==> src/rtl/adma_descriptor_responder_if.sv <==
// Handshake bundle between the ADMA engine / host software and the descriptor
// responder: fetch port, table write port, clear pulse and fetch counter.
interface adma_descriptor_responder_if #(
  parameter int IDX_W = 5
);
  logic [63:0]      Table_Base_Address;
  logic             enb_Descriptor_Fetch;
  logic [63:0]      Descriptor_Address;
  logic             ack_Descriptor_Fetch;
  logic [95:0]      Descriptor_Line;
  logic             Descriptor_Error;
  logic             enb_Table_Write;
  logic [IDX_W-1:0] Table_Write_Index;
  logic [95:0]      Table_Write_Data;
  logic             ack_Table_Write;
  logic             Table_Clear;
  logic [15:0]      Fetch_Count;

  modport master (
    output Table_Base_Address, enb_Descriptor_Fetch, Descriptor_Address,
           enb_Table_Write, Table_Write_Index, Table_Write_Data, Table_Clear,
    input  ack_Descriptor_Fetch, Descriptor_Line, Descriptor_Error,
           ack_Table_Write, Fetch_Count
  );

  modport slave (
    input  Table_Base_Address, enb_Descriptor_Fetch, Descriptor_Address,
           enb_Table_Write, Table_Write_Index, Table_Write_Data, Table_Clear,
    output ack_Descriptor_Fetch, Descriptor_Line, Descriptor_Error,
           ack_Table_Write, Fetch_Count
  );
endinterface

==> src/rtl/adma_descriptor_responder.sv <==
// Memory-side responder for ADMA2 descriptor fetches: a host-written descriptor
// table served to the ADMA engine over four-phase enb/ack handshakes.
module adma_descriptor_responder #(
  parameter int DEPTH        = 32,
  parameter int IDX_W        = $clog2(DEPTH),
  parameter int READ_LATENCY = 2
) (
  input  logic clk,
  input  logic rst_n,
  adma_descriptor_responder_if.slave bus
);

  typedef enum logic [1:0] {F_IDLE, F_WAIT, F_ACK} fetch_state_t;
  typedef enum logic       {W_IDLE, W_ACK}         write_state_t;

  fetch_state_t     f_state, f_next;
  write_state_t     w_state, w_next;

  logic [95:0]      mem [DEPTH];
  logic [DEPTH-1:0] written;

  logic [IDX_W-1:0] idx_q;
  logic             err_q;
  logic [2:0]       lat_cnt;
  logic [95:0]      line_q;
  logic [15:0]      count_q;

  logic             capture, load_line, complete, w_accept;
  logic [63:0]      offset;
  logic             addr_err;

  // Entry stride is 8 bytes; anything outside the table or off the 8-byte grid is an error.
  assign offset   = bus.Descriptor_Address - bus.Table_Base_Address;
  assign addr_err = (offset[2:0] != 3'd0) || (offset[63:IDX_W+3] != '0);

  // ---------------- fetch FSM ----------------
  // NOTE: state and datapath registers use non-blocking assignments so every
  // flop samples pre-edge values; blocking here would create order-dependent races.
  always_ff @(posedge clk or negedge rst_n) begin
    if (!rst_n) f_state <= F_IDLE;
    else        f_state <= f_next;
  end

  // NOTE: every output of this block gets a default first, otherwise a path
  // that does not assign it infers a latch.
  always_comb begin
    f_next    = f_state;
    capture   = 1'b0;
    load_line = 1'b0;
    complete  = 1'b0;
    unique case (f_state)
      F_IDLE: if (bus.enb_Descriptor_Fetch) begin
        capture = 1'b1;
        f_next  = F_WAIT;
      end
      F_WAIT: if (lat_cnt == 3'd0) begin
        load_line = 1'b1;
        f_next    = F_ACK;
      end
      F_ACK: if (!bus.enb_Descriptor_Fetch) begin
        complete = 1'b1;
        f_next   = F_IDLE;
      end
      default: f_next = F_IDLE;
    endcase
  end

  always_ff @(posedge clk or negedge rst_n) begin
    if (!rst_n) begin
      idx_q   <= '0;
      err_q   <= 1'b0;
      lat_cnt <= '0;
      line_q  <= '0;
      count_q <= '0;
    end else begin
      if (capture) begin
        idx_q   <= offset[IDX_W+2:3];
        err_q   <= addr_err;
        lat_cnt <= 3'(READ_LATENCY - 1);
      end else if (f_state == F_WAIT && lat_cnt != 3'd0) begin
        lat_cnt <= lat_cnt - 3'd1;
      end
      // A write committing on this same edge is not yet in mem, so old data wins.
      if (load_line)
        line_q <= (err_q || !written[idx_q]) ? '0 : mem[idx_q];
      if (complete)
        count_q <= count_q + 16'd1;
    end
  end

  assign bus.ack_Descriptor_Fetch = (f_state == F_ACK);
  assign bus.Descriptor_Error     = (f_state == F_ACK) && err_q;
  assign bus.Descriptor_Line      = line_q;
  assign bus.Fetch_Count          = count_q;

  // ---------------- write FSM ----------------
  always_ff @(posedge clk or negedge rst_n) begin
    if (!rst_n) w_state <= W_IDLE;
    else        w_state <= w_next;
  end

  always_comb begin
    w_next   = w_state;
    w_accept = 1'b0;
    unique case (w_state)
      W_IDLE: if (bus.enb_Table_Write) begin
        w_accept = 1'b1;
        w_next   = W_ACK;
      end
      W_ACK: if (!bus.enb_Table_Write) w_next = W_IDLE;
      default: w_next = W_IDLE;
    endcase
  end

  // NOTE: the data array is deliberately not reset; the written vector alone
  // decides whether an entry reads back as a descriptor or as zero.
  always_ff @(posedge clk) begin
    if (w_accept) mem[bus.Table_Write_Index] <= bus.Table_Write_Data;
  end

  // Clear beats a same-edge write: the write is acknowledged but stays invalid.
  always_ff @(posedge clk or negedge rst_n) begin
    if (!rst_n)               written <= '0;
    else if (bus.Table_Clear) written <= '0;
    else if (w_accept)        written[bus.Table_Write_Index] <= 1'b1;
  end

  assign bus.ack_Table_Write = (w_state == W_ACK);

endmodule

==> src/flat_wrapper.sv <==
// flat-port wrapper written by rule: the top's interface ports become plain ports
module adma_descriptor_responder_flat 
#(
  parameter int DEPTH        = 32,
  parameter int IDX_W        = $clog2(DEPTH),
  parameter int READ_LATENCY = 2
)
  (clk, rst_n, bus_Table_Base_Address, bus_enb_Descriptor_Fetch, bus_Descriptor_Address, bus_enb_Table_Write, bus_Table_Write_Index, bus_Table_Write_Data, bus_Table_Clear, bus_ack_Descriptor_Fetch, bus_Descriptor_Line, bus_Descriptor_Error, bus_ack_Table_Write, bus_Fetch_Count);
  adma_descriptor_responder_if #(.IDX_W(IDX_W)) bus_i ();
  input  logic clk;
  input  logic rst_n;
  input wire logic [$bits(bus_i.Table_Base_Address)-1:0] bus_Table_Base_Address;
  input wire logic [$bits(bus_i.enb_Descriptor_Fetch)-1:0] bus_enb_Descriptor_Fetch;
  input wire logic [$bits(bus_i.Descriptor_Address)-1:0] bus_Descriptor_Address;
  input wire logic [$bits(bus_i.enb_Table_Write)-1:0] bus_enb_Table_Write;
  input wire logic [$bits(bus_i.Table_Write_Index)-1:0] bus_Table_Write_Index;
  input wire logic [$bits(bus_i.Table_Write_Data)-1:0] bus_Table_Write_Data;
  input wire logic [$bits(bus_i.Table_Clear)-1:0] bus_Table_Clear;
  output wire logic [$bits(bus_i.ack_Descriptor_Fetch)-1:0] bus_ack_Descriptor_Fetch;
  output wire logic [$bits(bus_i.Descriptor_Line)-1:0] bus_Descriptor_Line;
  output wire logic [$bits(bus_i.Descriptor_Error)-1:0] bus_Descriptor_Error;
  output wire logic [$bits(bus_i.ack_Table_Write)-1:0] bus_ack_Table_Write;
  output wire logic [$bits(bus_i.Fetch_Count)-1:0] bus_Fetch_Count;
  assign bus_i.Table_Base_Address = bus_Table_Base_Address;
  assign bus_i.enb_Descriptor_Fetch = bus_enb_Descriptor_Fetch;
  assign bus_i.Descriptor_Address = bus_Descriptor_Address;
  assign bus_i.enb_Table_Write = bus_enb_Table_Write;
  assign bus_i.Table_Write_Index = bus_Table_Write_Index;
  assign bus_i.Table_Write_Data = bus_Table_Write_Data;
  assign bus_i.Table_Clear = bus_Table_Clear;
  assign bus_ack_Descriptor_Fetch = bus_i.ack_Descriptor_Fetch;
  assign bus_Descriptor_Line = bus_i.Descriptor_Line;
  assign bus_Descriptor_Error = bus_i.Descriptor_Error;
  assign bus_ack_Table_Write = bus_i.ack_Table_Write;
  assign bus_Fetch_Count = bus_i.Fetch_Count;
  adma_descriptor_responder #(.DEPTH(DEPTH), .IDX_W(IDX_W), .READ_LATENCY(READ_LATENCY)) u_core (.clk(clk), .rst_n(rst_n), .bus(bus_i));
endmodule
==> config.mk <==
export PLATFORM = sky130hd
export DESIGN_NAME = adma_descriptor_responder_flat
export DESIGN_NICKNAME = d
export VERILOG_FILES = /design/src/rtl/adma_descriptor_responder_if.sv /design/src/rtl/adma_descriptor_responder.sv /design/src/flat_wrapper.sv
export SDC_FILE = /design/constraint.sdc
export NUM_CORES = 2
export LEC_CHECK = 0
export ABC_AREA = 1
export BUFFER_PORTS_ARGS = -buffer_cell sky130_fd_sc_hd__buf_2
export CORE_UTILIZATION = 50
export CTS_BUF_LIST = sky130_fd_sc_hd__clkbuf_8
export DETAILED_ROUTE_END_ITERATION = 12
export PLACE_DENSITY_LB_ADDON = 0.1
export REMOVE_ABC_BUFFERS = 1
export SKIP_CTS_REPAIR_TIMING = 1
export SLEW_MARGIN = 20
export SYNTH_ARGS = -nofsm -noshare
export SYNTH_HDL_FRONTEND = slang
export SYNTH_SLANG_ARGS = --single-unit
==> constraint.sdc <==
create_clock -name clk -period 15.44 [get_ports clk]
set_input_delay 3.088 -clock clk [delete_from_list [all_inputs] [get_ports clk]]
set_output_delay 3.088 -clock clk [all_outputs]
set_load 0.1 [all_outputs]
Word-level counts from Yosys, hierarchy flattened

Memories as Yosys holds them, arrays and structs flattened.
Cells that the tools add are included.

Add/sub/neg operators: 3
$lt $le $gt $ge: 3
Equal/unequal tests: 5
Mux-type cells: 23
Bitwise logic cells: 1
Reductions and logical operators: 14

Operators by type and width:

| operator              | count |
|---|---|
| $mux 96               | 1 |
| $mux 32               | 2 |
| $sub 64x64->64        | 1 |
| $reduce_bool 56->1    | 1 |
| $or 32x32->32         | 1 |
| $add 16x1->16 const B | 1 |
| $lt 5x6->1 const B    | 2 |
| $mux 1                | 12 |
| $mux 2                | 3 |
| $mux 3                | 2 |
| $pmux 2 s3            | 1 |
| $reduce_bool 3->1     | 2 |
| $bmux 1 s5            | 1 |
| $demux 1 s5           | 1 |
| $ge 5x1->1 const B    | 1 |
| $ne 2x2->1 const B    | 2 |
| $reduce_bool 2->1     | 2 |
| $logic_and 1x1->1     | 3 |
| $logic_not 3->1       | 1 |
| $reduce_and 3->1      | 1 |
| $sub 3x1->3 const B   | 1 |
| $eq 2x1->1 const B    | 1 |
| $eq 2x2->1 const B    | 1 |
| $logic_not 2->1       | 1 |
| other kinds (3)       | 4 |

Register bits after elaboration: 156
Memory bits (writable): 3072
Input bits: 234
Output and inout port bits: 115
Word-level logic and storage cells: 58
Memories kept: 1

Memory list:

| memory     | depth | width | rd ports | clocked after memory_dff | write ports | line                            | text |
|---|---|---|---|---|---|---|---|
| u_core.mem | 32    | 96    | 1        | 0                        | 1           | adma_descriptor_responder.sv:19 | `logic [95:0] mem [DEPTH];` |

Depth between registers and ports, before layout

Depth in word-level cells: 7
Gate-level depth with buffers: 22
Gate-level depth less buffers: 22

Worst setup path after synthesis

Ideal clock, no wire load.

Path kind: input-to-reg
Start: input bus_enb_Table_Write
End: memory u_core.mem[24][0], enable pin
Data arrival time: 7559 ps
Required time: 14887 ps
Path slack: 7328 ps
Cell stages on the path: 6
Buffers on the path: 0
Path through: inv_1 -> nor2_1 -> inv_1 -> nor3_1 -> inv_1 -> nor2_1

Longest elaborated chain between the ends: 4

RTL lines:

| item                         | line                             | text |
|---|---|---|
| start: declaration           | flat_wrapper.sv:15               | `input wire logic [$bits(bus_i.enb_Table_Write)-1:0] bus_enb_Table_Write;` |
| $mux 1                       | adma_descriptor_responder.sv:106 | `W_IDLE: if (bus.enb_Table_Write) begin` |
| $mux 1                       | adma_descriptor_responder.sv:105 | `unique case (w_state)` |
| $mux 1                       | adma_descriptor_responder.sv:118 | `if (w_accept) mem[bus.Table_Write_Index] <= bus.Table_Write_Data;` |
| $mux 1 (not written as such) | adma_descriptor_responder.sv:118 |  |
| end: declaration             | adma_descriptor_responder.sv:19  |  |

Every way passes these cells.

Final worst setup path

Start: register u_core.idx_q[1]
End: register u_core.line_q[0], in the netlist u_core.bus.Descriptor_Line[0]

Longest elaborated chain between the ends: 5

RTL lines:

| item                         | line                            | text |
|---|---|---|
| start: declaration           | adma_descriptor_responder.sv:22 | `logic [IDX_W-1:0] idx_q;` |
| start signal: assignment     | adma_descriptor_responder.sv:77 | `idx_q <= offset[IDX_W+2:3];` |
| $bmux 1 s5                   | adma_descriptor_responder.sv:85 | `line_q <= (err_q \|\| !written[idx_q]) ? '0 : mem[idx_q];` |
| $mux 1 (not written as such) | adma_descriptor_responder.sv:85 |  |
| $logic_not 1->1              | adma_descriptor_responder.sv:85 |  |
| $logic_or 1x1->1             | adma_descriptor_responder.sv:85 |  |
| $mux 96 *                    | adma_descriptor_responder.sv:85 |  |
| end signal: assignment       | adma_descriptor_responder.sv:85 |  |
| end: declaration             | adma_descriptor_responder.sv:25 | `logic [95:0] line_q;` |

Every way passes the cells marked *; elsewhere a longest branch is shown, timed or not. The select of a mux whose other input is x is not followed.
A chain may end at the register's enable or synchronous reset.

==> metrics.md <==
| Metric | Value |
|---|---|
| Status | `complete, no violations` |
| Final wirelength | `400.5 mm` |
| Crit path capture | `u_core.bus.Descriptor_Line[0]$_DFFE_PN0P_` |
| Die footprint | `266,900 sq um` |
| Synth Area in Simple Gates | `0.1016` |
| Layout Skew | `0.07508 ns` |
| Vias/cell | `6.019` |
| Post-route ant nets | `0` |
| PD cells | `169.6 nW/um^2` |
| Placed inst area | `136,900 sq um` |
| Synth warnings | `0` |
| Final Max Tran Viols | `0` |
| DIE WIDTH | `516.6 microns` |
| Initial antenna violation count | `27` |
| Power share of the combinational group | `0.321` |
| GRT overflow | `0` |
| Placer congestion estimate | `0.9088` |
| Clock Latency Late Sink | `1.18 ns` |
| Cts bufs inserted | `541` |
| Synth Area in XOR/XNOR | `0.001521` |
| Most frequent cells in the layout | `edfxtp_1, nand2_1, a21oi_1` |
| DIE HEIGHT | `516.6 microns` |
| Fin area | `147,100 sq um` |
| Crit share post-route | `0.4033` |
| Synth top area cells | `edfxtp_1, nand2_1, a21oi_1, dfrtp_1, o311ai_0` |
| Fmax achieved | `0.1606 GHz` |
| Avg Inst Size Synth | `12.46 sq um` |
| IO Port Bufs | `348` |
| Minimum clock period | `6.226 ns` |
| Mapped Cells | `10,620` |
| Worst reg2reg setup slack | `9.21 ns` |
| Synthesized flop and latch total | `3,228` |
| H-tree levels | `6` |
| Worst path arrival time | `7.22 ns` |
| CTS clk-pin slew, worst paths | `0.06 ns` |
| Largest net degree at the start of global routing | `197` |
| Setup CP Type | `reg -> reg` |
| Sw power | `0.009597 W` |
| IO Count | `349` |
| Worst VDD drop | `0.1767 mV` |
| Most common cell after layout, fill and taps aside | `edfxtp_1` |
| GR Util All Layers | `0.2953` |
| RR Endpoint | `u_core.bus.Descriptor_Line[0]$_DFFE_PN0P_` |
| Final hold violations | `0` |
| Dpl hpwl | `214.8 mm` |
| Nets@finish | `11,290` |
| Post-Synth Adder-Cell Area | `0.006388` |
| Internal | `0.01535 W` |
| Yosys top cell by area | `edfxtp_1` |
| Mux cell area share after synthesis | `0` |
| Detailed Route Iter0 Violations | `9,956` |
| R2r startpoint | `u_core.idx_q[1]$_DFFE_PN0P_` |
| First-pass GRT wire length | `581.5 mm` |
| CTS tree | `built` |
| CTS root buffer | `clkbuf_8` |
| CTS max path bufs | `4` |
| Leak pwr | `52.95 nW` |
| DR WL/cell | `26.78 microns` |
| Synth top area share | `0.6967` |
| Area grow syn2layout | `11.10%` |
| Crit Path Max Fanout | `76` |
| Total vias in the final route | `89,990` |
| Seq/Total Area, Yosys | `0.7262` |
| Seq pwr share | `0.394` |
| Post-Syn Area | `132,400 sq um` |
| Number of placement rows | `188` |
| Largest family of logic cells by synthesized area | `compound AO/OA/AOI/OAI gates` |
| Setup TNS Final | `0 ns` |
| Clock power share | `0.285` |
| Post-synth EDFFs | `3,072` |
| Endpoints failing setup | `0` |
| Number of global-route vias before repair | `86,540` |
| Starting Density | `0.5039` |
| Max-cap violations | `0` |
| Drc violations | `0` |
| Setup crit start | `u_core.idx_q[1]$_DFFE_PN0P_` |
| RSZ-0062 raised after global routing | `false` |
| TritonRoute pass-1 iters | `9` |
| Post-synth top flop | `edfxtp_1` |
| Sw frac | `0.3846` |
| Worst hold path class | `reg -> reg` |
| Compound-cell area share of the yosys netlist | `0.1293` |
| Fraction of layout cells with a size suffix above 1 | `0.1104` |
| Synth cell types | `50` |
| Setup crit end kind | `register` |
| Worst EP required | `16.44 ns` |
| # clock sinks | `3,228` |
| Rel. slew slack | `0.1854` |
| Core Region | `262,700 sq um` |
| Worst Tran Pin Value | `1.222 ns` |
| R2r worst-path depth | `10` |
| Crit start category | `register` |
| Synth async-reset ratio | `0.04833` |
==> synthesized netlist by cell type, types with 15 or more instances <==
| cell type | instances |
|---|---|
| ha_1 | 66 |
| a22oi_1 | 190 |
| o311ai_1 | 84 |
| buf_2 | 366 |
| a21oi_1 | 1791 |
| inv_1 | 334 |
| o21ai_0 | 68 |
| clkbuf_1 | 200 |
| nand2_1 | 3031 |
| o31ai_1 | 87 |
| o311ai_0 | 296 |
| nor2_1 | 306 |
| edfxtp_1 | 3072 |
| nand4_1 | 22 |
| buf_1 | 55 |
| buf_4 | 54 |
| dfrtp_1 | 156 |
| nand3_1 | 95 |
| o22ai_1 | 15 |
| nor3_1 | 25 |
| a221o_1 | 190 |
==> layer usage <==
metal	vias to the layer above	global-route usage	part of all wire
li1	39820	-	-
met4	6	0.08318	0.024
met5	-	0	0.00010
met1	45280	0.4254	0.43
met2	4329	0.4642	0.46
met3	552	0.04898	0.087
==> flip-flops by register name (all words and copies together) (netlist names) <==
register	flops
u_core.bus.Descriptor_Line	96
u_core.mem	3072
u_core.bus.ack_Table_Write	1
u_core.idx_q	5
u_core.bus.Fetch_Count	16
u_core.err_q	1
u_core.f_state	2
u_core.written	32
u_core.lat_cnt	3
==> area by class of cell <==
cell class | instances | area (sq um)
fill | 21890 | 115600
sequential | 3228 | 96170
multi-input combinational | 6365 | 31880
clock buffer | 592 | 8148
tap | 3515 | 4398
timing repair buffer | 515 | 3162
clock inverter | 387 | 1994
inverter | 340 | 1323
antenna | 10 | 25.02
==> cells by family after synthesis <==
logic type / Yosys count
DFF: 3228
adders and majority gates: 67
AOI/OAI and AO/OA: 2770
and+or+nand+nor: 3505
xor gates and xnor gates: 23
buffers and inverters: 1029
==> worst min path at each step <==
stage / startpoint / cells past startpoint / slack (ns) / end
floorplan: u_core.written[14]$_DFFE_PN0P_ / 2 / 0.46 / u_core.written[14]$_DFFE_PN0P_
global placement: u_core.bus.Fetch_Count[15]$_DFFE_PN0P_ / 1 / 0.46 / u_core.bus.Fetch_Count[15]$_DFFE_PN0P_
detailed placement: u_core.bus.Fetch_Count[15]$_DFFE_PN0P_ / 1 / 0.47 / u_core.bus.Fetch_Count[15]$_DFFE_PN0P_
CTS: u_core.bus.Fetch_Count[15]$_DFFE_PN0P_ / 1 / 0.48 / u_core.bus.Fetch_Count[15]$_DFFE_PN0P_
global route: u_core.bus.Fetch_Count[15]$_DFFE_PN0P_ / 1 / 0.50 / u_core.bus.Fetch_Count[15]$_DFFE_PN0P_
finish: u_core.bus.Fetch_Count[15]$_DFFE_PN0P_ / 1 / 0.47 / u_core.bus.Fetch_Count[15]$_DFFE_PN0P_
==> worst max-delay path: stages, from the launching register on <==
cell and delay (ns):
dfrtp_4 0.68, inv_8 0.45, buf_4 0.78, buf_4 0.80
buf_4 0.89, buf_4 0.96, nand2_1 0.11, a21oi_1 0.14
o311ai_0 0.25, a21oi_1 0.61, o31ai_1 0.14
==> stage by stage <==
step | cells | setup WS (ns) | hold slack (ns) | total power [W] | util
3_5_place_dp | 13960 | 8.496 | 0.4737 | 0.01791 | 0.5211
5_1_grt | 14950 | 9.153 | 0.5010 | 0.02608 | 0.5598
4_1_cts | 14940 | 9.370 | 0.4817 | 0.02498 | 0.5597
3_3_place_gp | 13960 | 8.333 | 0.4571 | 0.01781 | 0.5209
6_report | 14950 | 9.214 | 0.4693 | 0.02495 | 0.5598
2_1_floorplan | 9933 | -47.22 | 0.4608 | 0.01670 | -
==> power by group through the flow <==
stage | registers (W) | clock network (W) | logic [W]
after floorplan | 0.0108 | 0 | 0.00594
after global placement | 0.0100 | 0 | 0.00780
after detailed placement | 0.0100 | 0 | 0.00790
after CTS | 0.00983 | 0.00723 | 0.00792
after global routing | 0.00983 | 0.00759 | 0.00865
final | 0.00983 | 0.00712 | 0.00800
No activity file was read; power rests on OpenSTA's default activity.
